**src/rtl/keypad_scan4x4.sv**
```systemverilog
// Scanned 4x4 matrix-keypad reader: column strobe, row sync, debounce, key code out.
// Define KEYPAD_REPEAT_EN to add auto-repeat of key_valid while a key is held.
module keypad_scan4x4 #(
    parameter int unsigned SCAN_MAX       = 26999,
    parameter int unsigned DEBOUNCE_SCANS = 20
`ifdef KEYPAD_REPEAT_EN
    ,
    parameter int unsigned REPEAT_DELAY   = 500,
    parameter int unsigned REPEAT_RATE    = 100
`endif
) (
    input  logic       clk,
    input  logic       nrst,
    input  logic [3:0] row,
    output logic [3:0] col,
    output logic [3:0] key,
    output logic       key_valid,
    output logic       key_held
);
    localparam int unsigned CW = (SCAN_MAX > 0) ? $clog2(SCAN_MAX + 1) : 1;

    typedef enum logic [1:0] {S_SCAN, S_DEBOUNCE, S_PRESSED, S_RELEASE} state_t;
    state_t state, state_next;

    logic [3:0]    row_meta, rs;
    logic [CW-1:0] tcnt;
    logic          tick;
    logic [1:0]    col_idx, col_idx_next, row_idx, row_idx_next, row_win;
    logic [7:0]    cnt, cnt_next;
    logic [3:0]    key_next;
    logic          key_valid_next, key_held_next;
    logic          any_low, same_low, cap_high, deb_done, rep_pulse;

    always_ff @(posedge clk or negedge nrst) begin
        if (!nrst) begin
            row_meta <= '1;
            rs       <= '1;
        end else begin
            row_meta <= row;
            rs       <= row_meta;
        end
    end

    assign tick = (tcnt == CW'(SCAN_MAX));

    always_ff @(posedge clk or negedge nrst) begin
        if (!nrst)     tcnt <= '0;
        else if (tick) tcnt <= '0;
        else           tcnt <= tcnt + 1'b1;
    end

    // Lowest-numbered low row wins when several rows are pressed together.
    always_comb begin
        row_win = 2'd0;
        if      (!rs[0]) row_win = 2'd0;
        else if (!rs[1]) row_win = 2'd1;
        else if (!rs[2]) row_win = 2'd2;
        else if (!rs[3]) row_win = 2'd3;
    end

    assign any_low  = (rs != 4'hF);
    assign same_low = any_low && (row_win == row_idx);
    assign cap_high = rs[row_idx];
    assign deb_done = ((cnt + 8'd1) == 8'(DEBOUNCE_SCANS));
    assign col      = ~(4'b0001 << col_idx);

    always_ff @(posedge clk or negedge nrst) begin
        if (!nrst) state <= S_SCAN;
        else       state <= state_next;
    end

    always_comb begin
        state_next = state;
        if (tick) begin
            case (state)
                S_SCAN:     if (any_low) state_next = S_DEBOUNCE;
                S_DEBOUNCE: if (!same_low) state_next = S_SCAN;
                            else if (deb_done) state_next = S_PRESSED;
                S_PRESSED:  if (cap_high) state_next = S_RELEASE;
                S_RELEASE:  if (!cap_high) state_next = S_PRESSED;
                            else if (deb_done) state_next = S_SCAN;
                default:    state_next = S_SCAN;
            endcase
        end
    end

    always_comb begin
        col_idx_next   = col_idx;
        row_idx_next   = row_idx;
        cnt_next       = cnt;
        key_next       = key;
        key_valid_next = rep_pulse;
        key_held_next  = key_held;
        if (tick) begin
            case (state)
                S_SCAN: begin
                    if (!any_low) begin
                        col_idx_next = col_idx + 2'd1;
                    end else begin
                        row_idx_next = row_win;
                        cnt_next     = 8'd1;
                    end
                end
                S_DEBOUNCE: begin
                    if (!same_low) begin
                        col_idx_next = col_idx + 2'd1;
                    end else begin
                        cnt_next = cnt + 8'd1;
                        if (deb_done) begin
                            key_next       = {row_idx, col_idx};
                            key_valid_next = 1'b1;
                            key_held_next  = 1'b1;
                        end
                    end
                end
                S_PRESSED: begin
                    if (cap_high) cnt_next = 8'd1;
                end
                S_RELEASE: begin
                    if (cap_high) begin
                        cnt_next = cnt + 8'd1;
                        if (deb_done) begin
                            key_held_next = 1'b0;
                            col_idx_next  = col_idx + 2'd1;
                        end
                    end
                end
                default: ;
            endcase
        end
    end

    always_ff @(posedge clk or negedge nrst) begin
        if (!nrst) begin
            col_idx   <= '0;
            row_idx   <= '0;
            cnt       <= '0;
            key       <= '0;
            key_valid <= 1'b0;
            key_held  <= 1'b0;
        end else begin
            col_idx   <= col_idx_next;
            row_idx   <= row_idx_next;
            cnt       <= cnt_next;
            key       <= key_next;
            key_valid <= key_valid_next;
            key_held  <= key_held_next;
        end
    end

`ifdef KEYPAD_REPEAT_EN
    logic [15:0] rcnt;
    logic        rep_phase;
    logic        rep_hit;

    assign rep_hit   = ((rcnt + 16'd1) == (rep_phase ? 16'(REPEAT_RATE) : 16'(REPEAT_DELAY)));
    assign rep_pulse = (state == S_PRESSED) && tick && !cap_high && rep_hit;

    // Holding the counter clear outside PRESSED restarts it on every entry, including from RELEASE.
    always_ff @(posedge clk or negedge nrst) begin
        if (!nrst) begin
            rcnt      <= '0;
            rep_phase <= 1'b0;
        end else if (state != S_PRESSED) begin
            rcnt      <= '0;
            rep_phase <= 1'b0;
        end else if (tick && !cap_high) begin
            if (rep_hit) begin
                rcnt      <= '0;
                rep_phase <= 1'b1;
            end else begin
                rcnt <= rcnt + 16'd1;
            end
        end
    end
`else
    assign rep_pulse = 1'b0;
`endif
endmodule

```
**config.mk**
```make
export PLATFORM = sky130hd
export DESIGN_NAME = keypad_scan4x4
export DESIGN_NICKNAME = d
export VERILOG_FILES = /design/src/rtl/keypad_scan4x4.sv
export SDC_FILE = /design/constraint.sdc
export NUM_CORES = 1
export LEC_CHECK = 0
export CORE_AREA = 4 4 76 78
export CTS_CLUSTER_DIAMETER = 40
export CTS_CLUSTER_SIZE = 14
export DETAILED_ROUTE_END_ITERATION = 8
export DIE_AREA = 0 0 80 82
export PLACE_DENSITY = 0.7
export SETUP_SLACK_MARGIN = 0.05
export SYNTH_ARGS = -nofsm -noshare
export SYNTH_HDL_FRONTEND = slang
export SYNTH_SLANG_ARGS = --single-unit
```
**constraint.sdc**
```tcl
create_clock -name clk -period 4.6 [get_ports clk]
set_input_delay 0.46 -clock clk [delete_from_list [all_inputs] [get_ports clk]]
set_output_delay 0.46 -clock clk [all_outputs]
set_load 0.05 [all_outputs]
```
==> impl_metrics.ini <==
[yosys]
synth_edf_count = 0
synth_nets = 225
yosysSeqAreaShare_pct = 48.28
ys_top_cells_by_area = dfrtp_1 39%, dfstp_2 9.3%, ha_1 6.7%
synth-seq-cells = 43
synth_area_um2 = 2250
yosys.area.top_type = dfrtp_1
syn_inst = 207
synth_top_area_share_pct = 38.93
synth_flop_cell = dfrtp_1
syn_avg_cell_area_um2 = 10.87
async_flop_share_pct = 100.0
ys_warn_count = 0
yosysUniqueCellTypes = 48

[layout]
fillCellCount = 460
multi_input_area_um2 = 1091
area_delta_synth_final_pct = 15.85
drive_gt1_share_pct = 14.54
final_cell_mix = 35 x dfrtp_1, 19 x nor2_1, 14 x inv_1, 14 x clkdlybuf4s50_1
final_common_cell = dfrtp_1
register_area_um2 = 1086
antenna_cells = 0
final_cell_area_um2 = 2606
nNetsFinal = 244

[critical_path]
cp.required_ns = 4.79
worst_setup_path_start_kind = flip-flop
critical_path_peak_fanout = 7
critPathCaptureType = flip-flop
criticalPathCategory = reg -> reg
crit_arrival_ns = 2.49

[placement]
place_congestion = 0.7742
dp_hpwl_um = 2794
pre_cts_slack_ns = 2.245
postPlaceCellArea_um2 = 2474
placement.io_buffers = 15

[floorplan]
start_util_pct = 44.33
die-area_um2 = 6560
coreArea_um2 = 5075
ioPinCount = 16
die_x_um = 80
num_rows = 26
die_h_um = 82

[clock_tree]
ctsHoldBuffers = 0
max-clock-path-buffers = 2
post-cts-setup-buffers = 0
cts_tree = done
cts_max_level = 2
clk_pin_slew_ns = 0.08
cts_resized = 0
numCtsBuffers = 5
clock_sinks = 43
cts_root_buf = clkbuf_8
clk_latency_ns = 0.30

[drt]
wire_per_inst_um = 12.97
vias = 1591
drt_iter0_markers = 90
postRouteAntennaNets = 0
viasPerCell = 5.357
route.detailed.drc = 0
dr.pass1.iters = 4
routed_wl_um = 3852

[grt]
use_met3_pct = 3.289
grt-busiest-layer = met2
use_met2_pct = 22.85
first_global_vias = 1503
antenna_found_initial = 0
use_met1_pct = 15.58
grt_pass1_wl_um = 6755
grt-ovfl-total = 0
grt_max_degree = 44
grt_usage_pct = 13.26

[power_and_ir_drop]
intPower_mw = 0.6064
pwr-share-comb_pct = 1.9
p_total_mw = 0.7443
pwr-share-clk_pct = 46.1
p_sw_share_pct = 18.54
p_leak_nw = 1.187
ir_drop_uv = 195.1
pwr-share-seq_pct = 52.0
p_switching_mw = 0.1380
powerDensity_nw_per_um2 = 285.6

[timing]
rsz0062_at_grt = no
finalWorstSetupSlack_ns = 2.306
fin_crit_ns = 2.294
worst_pin_slew_ns = 0.8963
finalSetupTns_ns = 0
slew_headroom_pct = 40.25
setup_viol = 0
fin_crit_sh_pct = 49.87
slew_viol_final = 0
hold_viol = 0
fin_skew_ns = 0.009336
fmax_mhz = 435.9

[min_path]
hold_class = in -> async

[flow_run]
drv_cap = 0

[status]
status = finished, final reports clean
## per-stage QoR
stage               hold WS [ns]  instances  util [%]
floorplan                 0.1644        207         -
global placement          0.3458        289     48.74
detailed placement        0.3468        289     48.74
CTS                       0.3294        297     51.36
global route              0.3618        297     51.36
finish                    0.2856        297     51.36
## state kept, by name (all words and copies together), names as in the netlist
register and count:
cnt 8, tcnt 15, key_held 1, key 4, state 2, row_meta 4, key_valid 1, row_idx 2
rs 4, col_idx 2
## power by group through the flow
stage / clock network [mW] / logic, mW / registers [mW]
after floorplan: 0 / 0.00328 / 0.394
after global placement: 0 / 0.0149 / 0.394
after detailed placement: 0 / 0.0150 / 0.395
after CTS: 0.352 / 0.0150 / 0.387
after global routing: 0.371 / 0.0167 / 0.388
final: 0.343 / 0.0140 / 0.387
## logic make-up (layout without fill, tap and decap cells)
logic type | Yosys count | after routing | synth area share [%]
and+or+nand+nor | 78 | 78 | 20.69
buffers and inverters | 19 | 39 | 3.225
AOI/OAI and AO/OA | 32 | 32 | 10.73
muxes | 10 | 10 | 5.339
DFF | 43 | 43 | 48.28
xor gates and xnor gates | 13 | 13 | 5.061
adders and majority gates | 12 | 12 | 6.674
## routing by layer
metal | share of wire [%] | vias to the layer above
li1 | - | 776
met2 | 50 | 28
met1 | 44 | 779
met4 | 2.0 | 0
met5 | 0 | -
met3 | 3.9 | 8
## final cells by class
cell class | count | area share [%]
repair buffers | 16 | 5.857
multi-input cells | 145 | 41.86
clock inverters | 2 | 2.304
inverters | 15 | 2.160
flip-flops and latches | 43 | 41.67
clock buffers | 6 | 2.784
well taps | 70 | 3.361
## path summary, 6_finish.rpt
path | startpoint | end | slack, ns | cells after the start
worst max register to register | tcnt[0] | cnt[0] | 2.31 | 6
min in group clk | row_meta[2] | rs[2] | 0.36 | 0
max in group asynchronous | nrst | tcnt[2] | 3.75 | 1
worst min-delay path | nrst | cnt[5] | 0.29 | 1
worst max-delay path | tcnt[0] | cnt[0] | 2.31 | 6
worst min register to register | row_meta[2] | rs[2] | 0.36 | 0
## cells in the mapped netlist, types with 2 or more instances
library cell,n
dfrtp_1,35
nor2_1,19
inv_1,14
ha_1,12
nand2_1,12
nand3_1,9
o31ai_1,9
dfstp_2,8
xor2_1,7
and3_1,6
xnor2_1,6
a21oi_1,5
mux2_2,5
nand4_1,5
o21ai_0,5
clkbuf_1,3
mux2i_1,3
nand4bb_1,3
nor3_1,3
or3_1,3
a31oi_1,2
and3b_1,2
nand2b_1,2
nand4b_1,2
nor4bb_1,2
o22ai_1,2
or2_2,2
## worst max-delay path: stages, from the launching register on
cell and delay (ns):
dfrtp_1 0.39, ha_1 0.22, nand4b_1 0.16, nor4_4 0.51, nand2_2 0.15, nand4bb_1 0.39
mux2_2 0.36
(Power assumes the default switching activity.)
==> RTL change, RTL diff (config.mk and constraints unchanged) <==
Encoding of `state_t`: now one-hot (4 bits for 4 states).
--- a/src/rtl/keypad_scan4x4.sv
+++ b/src/rtl/keypad_scan4x4.sv
@@ -21,3 +21,3 @@
 
-    typedef enum logic [1:0] {S_SCAN, S_DEBOUNCE, S_PRESSED, S_RELEASE} state_t;
+    typedef enum logic [3:0] {S_SCAN = 4'b0001, S_DEBOUNCE = 4'b0010, S_PRESSED = 4'b0100, S_RELEASE = 4'b1000} state_t;
     state_t state, state_next;
Check against the original RTL: same outputs for any inputs over 10 cycles, from zero or initial values and one cycle with nrst low; not proved beyond that.
==> RTL change against the original RTL <==
  * Synthesized cell count increased by 6.3%
  * Clock power decreased by 26%
  * Final area increased by 0.86%
  * Clock skew decreased by 0.0021 ns
  * Sequential cell count increased by 2
  * Area after synthesis increased by 3.4%
  * First-iteration DRC count increased by 28%
  * Sequential power increased by 5%
  * Total power decreased by 9.5%
  * Worst setup slack got worse by 0.59 ns
  * Routed wire length increased by 4.7%
  * Sequential share of layout area increased by 1.6 points
  * Largest cell class is now registers
  * Largest power group unchanged
==> RTL change: results <==
export IMPL_synthXorXnorAreaFrac=0.0640
export IMPL_synth_area_top_cells="dfrtp_1 39%, dfstp_2 10%, xor2_1 4.1%"
export IMPL_synth_compound_area_frac=0.106
export IMPL_grt_max_degree=46
export IMPL_reg_top3="tcnt x15, cnt x8"
export IMPL_ctsResizeCount=0
export IMPL_slowest_stage="nor4_4"
export IMPL_hpwl_microns=2820
export IMPL_drive_gt1_frac=0.131
export IMPL_synth_common_cells="36 x dfrtp_1, 24 x nor2_1, 16 x nand3_1, 11 x xor2_1"
export IMPL_antenna_cells=0
export IMPL_fillers=482
export IMPL_yosysWarningCount=0
export IMPL_crit_path_max_incr_delay_ns=0.76
export IMPL_max_slew_margin=0.359
export IMPL_nets=248
export IMPL_insertion_delay_ns=0.30
export IMPL_synthAdderAreaFrac=0.0376
export IMPL_grt_use_total=0.136
export IMPL_post_drt_via_cell_ratio=5.52
export IMPL_synth_cell_types=54
export IMPL_vdd_ir_drop_max_uv=184
export IMPL_grt_pass1_wl_microns=7090
export IMPL_path_max_fanout=14
export IMPL_drt_total_wl_microns=4030
export IMPL_p_leak_nw=1.17
export IMPL_ctsRootBufferMaster="clkbuf_8"
export IMPL_cp_arrival_ns=3.08
export IMPL_yosys_area_top_type="dfrtp_1"
export IMPL_grt_pass1_vias=1568
export IMPL_async_flop_share=1.00
export IMPL_portBuffers=15
export IMPL_dr_pass1_iters=4
export IMPL_cp_top_family="simple AND/OR/NAND/NOR gates"
export IMPL_post_cts_buffers=0
export IMPL_muxShareOfSynthArea=0.0532
export IMPL_place_ws_ns=1.69
export IMPL_gp_congestion=0.883
export IMPL_synth_nets=233
export IMPL_outcome="finished clean"
export IMPL_htreeDepth=2
export IMPL_holdCritPathClass="in2async"
export IMPL_antenna_found_initial=0
export IMPL_cts_buffer_depth=2
export IMPL_fin_skew_ns=0.00725
export IMPL_ys_seq_area_frac=0.489
export IMPL_cts_inserted_buffers=5
export IMPL_switching_share=0.232
export IMPL_clkSlewWorstSetupHoldPaths_ns=0.09
export IMPL_dr_first_iter_drc_count=115
-- RTL change: power groups by stage --
stage                     combinational [mW]  clock, mW  sequential (mW)
after floorplan                      0.00371          0            0.411
after global placement                0.0147          0            0.413
after detailed placement              0.0151          0            0.413
after CTS                             0.0151      0.266            0.405
after global routing                  0.0165      0.281            0.406
final                                 0.0141      0.254            0.405
-- RTL change: kinds of logic after synthesis --
| kind of cell | count (synthesis) |
|---|---|
| AOI/OAI and AO/OA | 33 |
| xor gates and xnor gates | 17 |
| adders and majority gates | 7 |
| buffers and inverters | 17 |
| DFF | 45 |
| muxes | 10 |
| and+or+nand+nor | 91 |
-- RTL change: routing by layer --
metal	up-vias	routed length, microns	GRT usage
met5	-	0	0
met3	6	127	0.0329
met4	0	49	0.0456
met1	822	1900	0.180
li1	827	-	-
met2	33	1960	0.220
-- RTL change: path summary, 6_finish.rpt --
path                        startpoint    endpoint  slack, ns  cells after the start
setup / recovery               tcnt[0]  col_idx[1]       1.72                      7
hold / removal                    nrst      cnt[1]       0.31                      1
setup reg to reg               tcnt[0]  col_idx[1]       1.72                      7
hold reg to reg            row_meta[2]       rs[2]       0.36                      0
max in group asynchronous         nrst      cnt[6]       3.70                      1
min in group clk           row_meta[2]       rs[2]       0.36                      0
-- RTL change: cell type report --
| class | instances | area share |
|---|---|---|
| sequential | 45 | 0.433 |
| tap | 70 | 0.0333 |
| inverter | 9 | 0.0129 |
| timing repair buffer | 16 | 0.0581 |
| clock inverter | 3 | 0.00952 |
| multi-input combinational | 158 | 0.427 |
| clock buffer | 5 | 0.0262 |
-- RTL change: metrics by stage --
step                      std cells  area [sq um]
after global placement          298          2530
after floorplan                 220          2330
after detailed placement        298          2530
after global routing            306          2630
after CTS                       306          2630
final                           306          2630
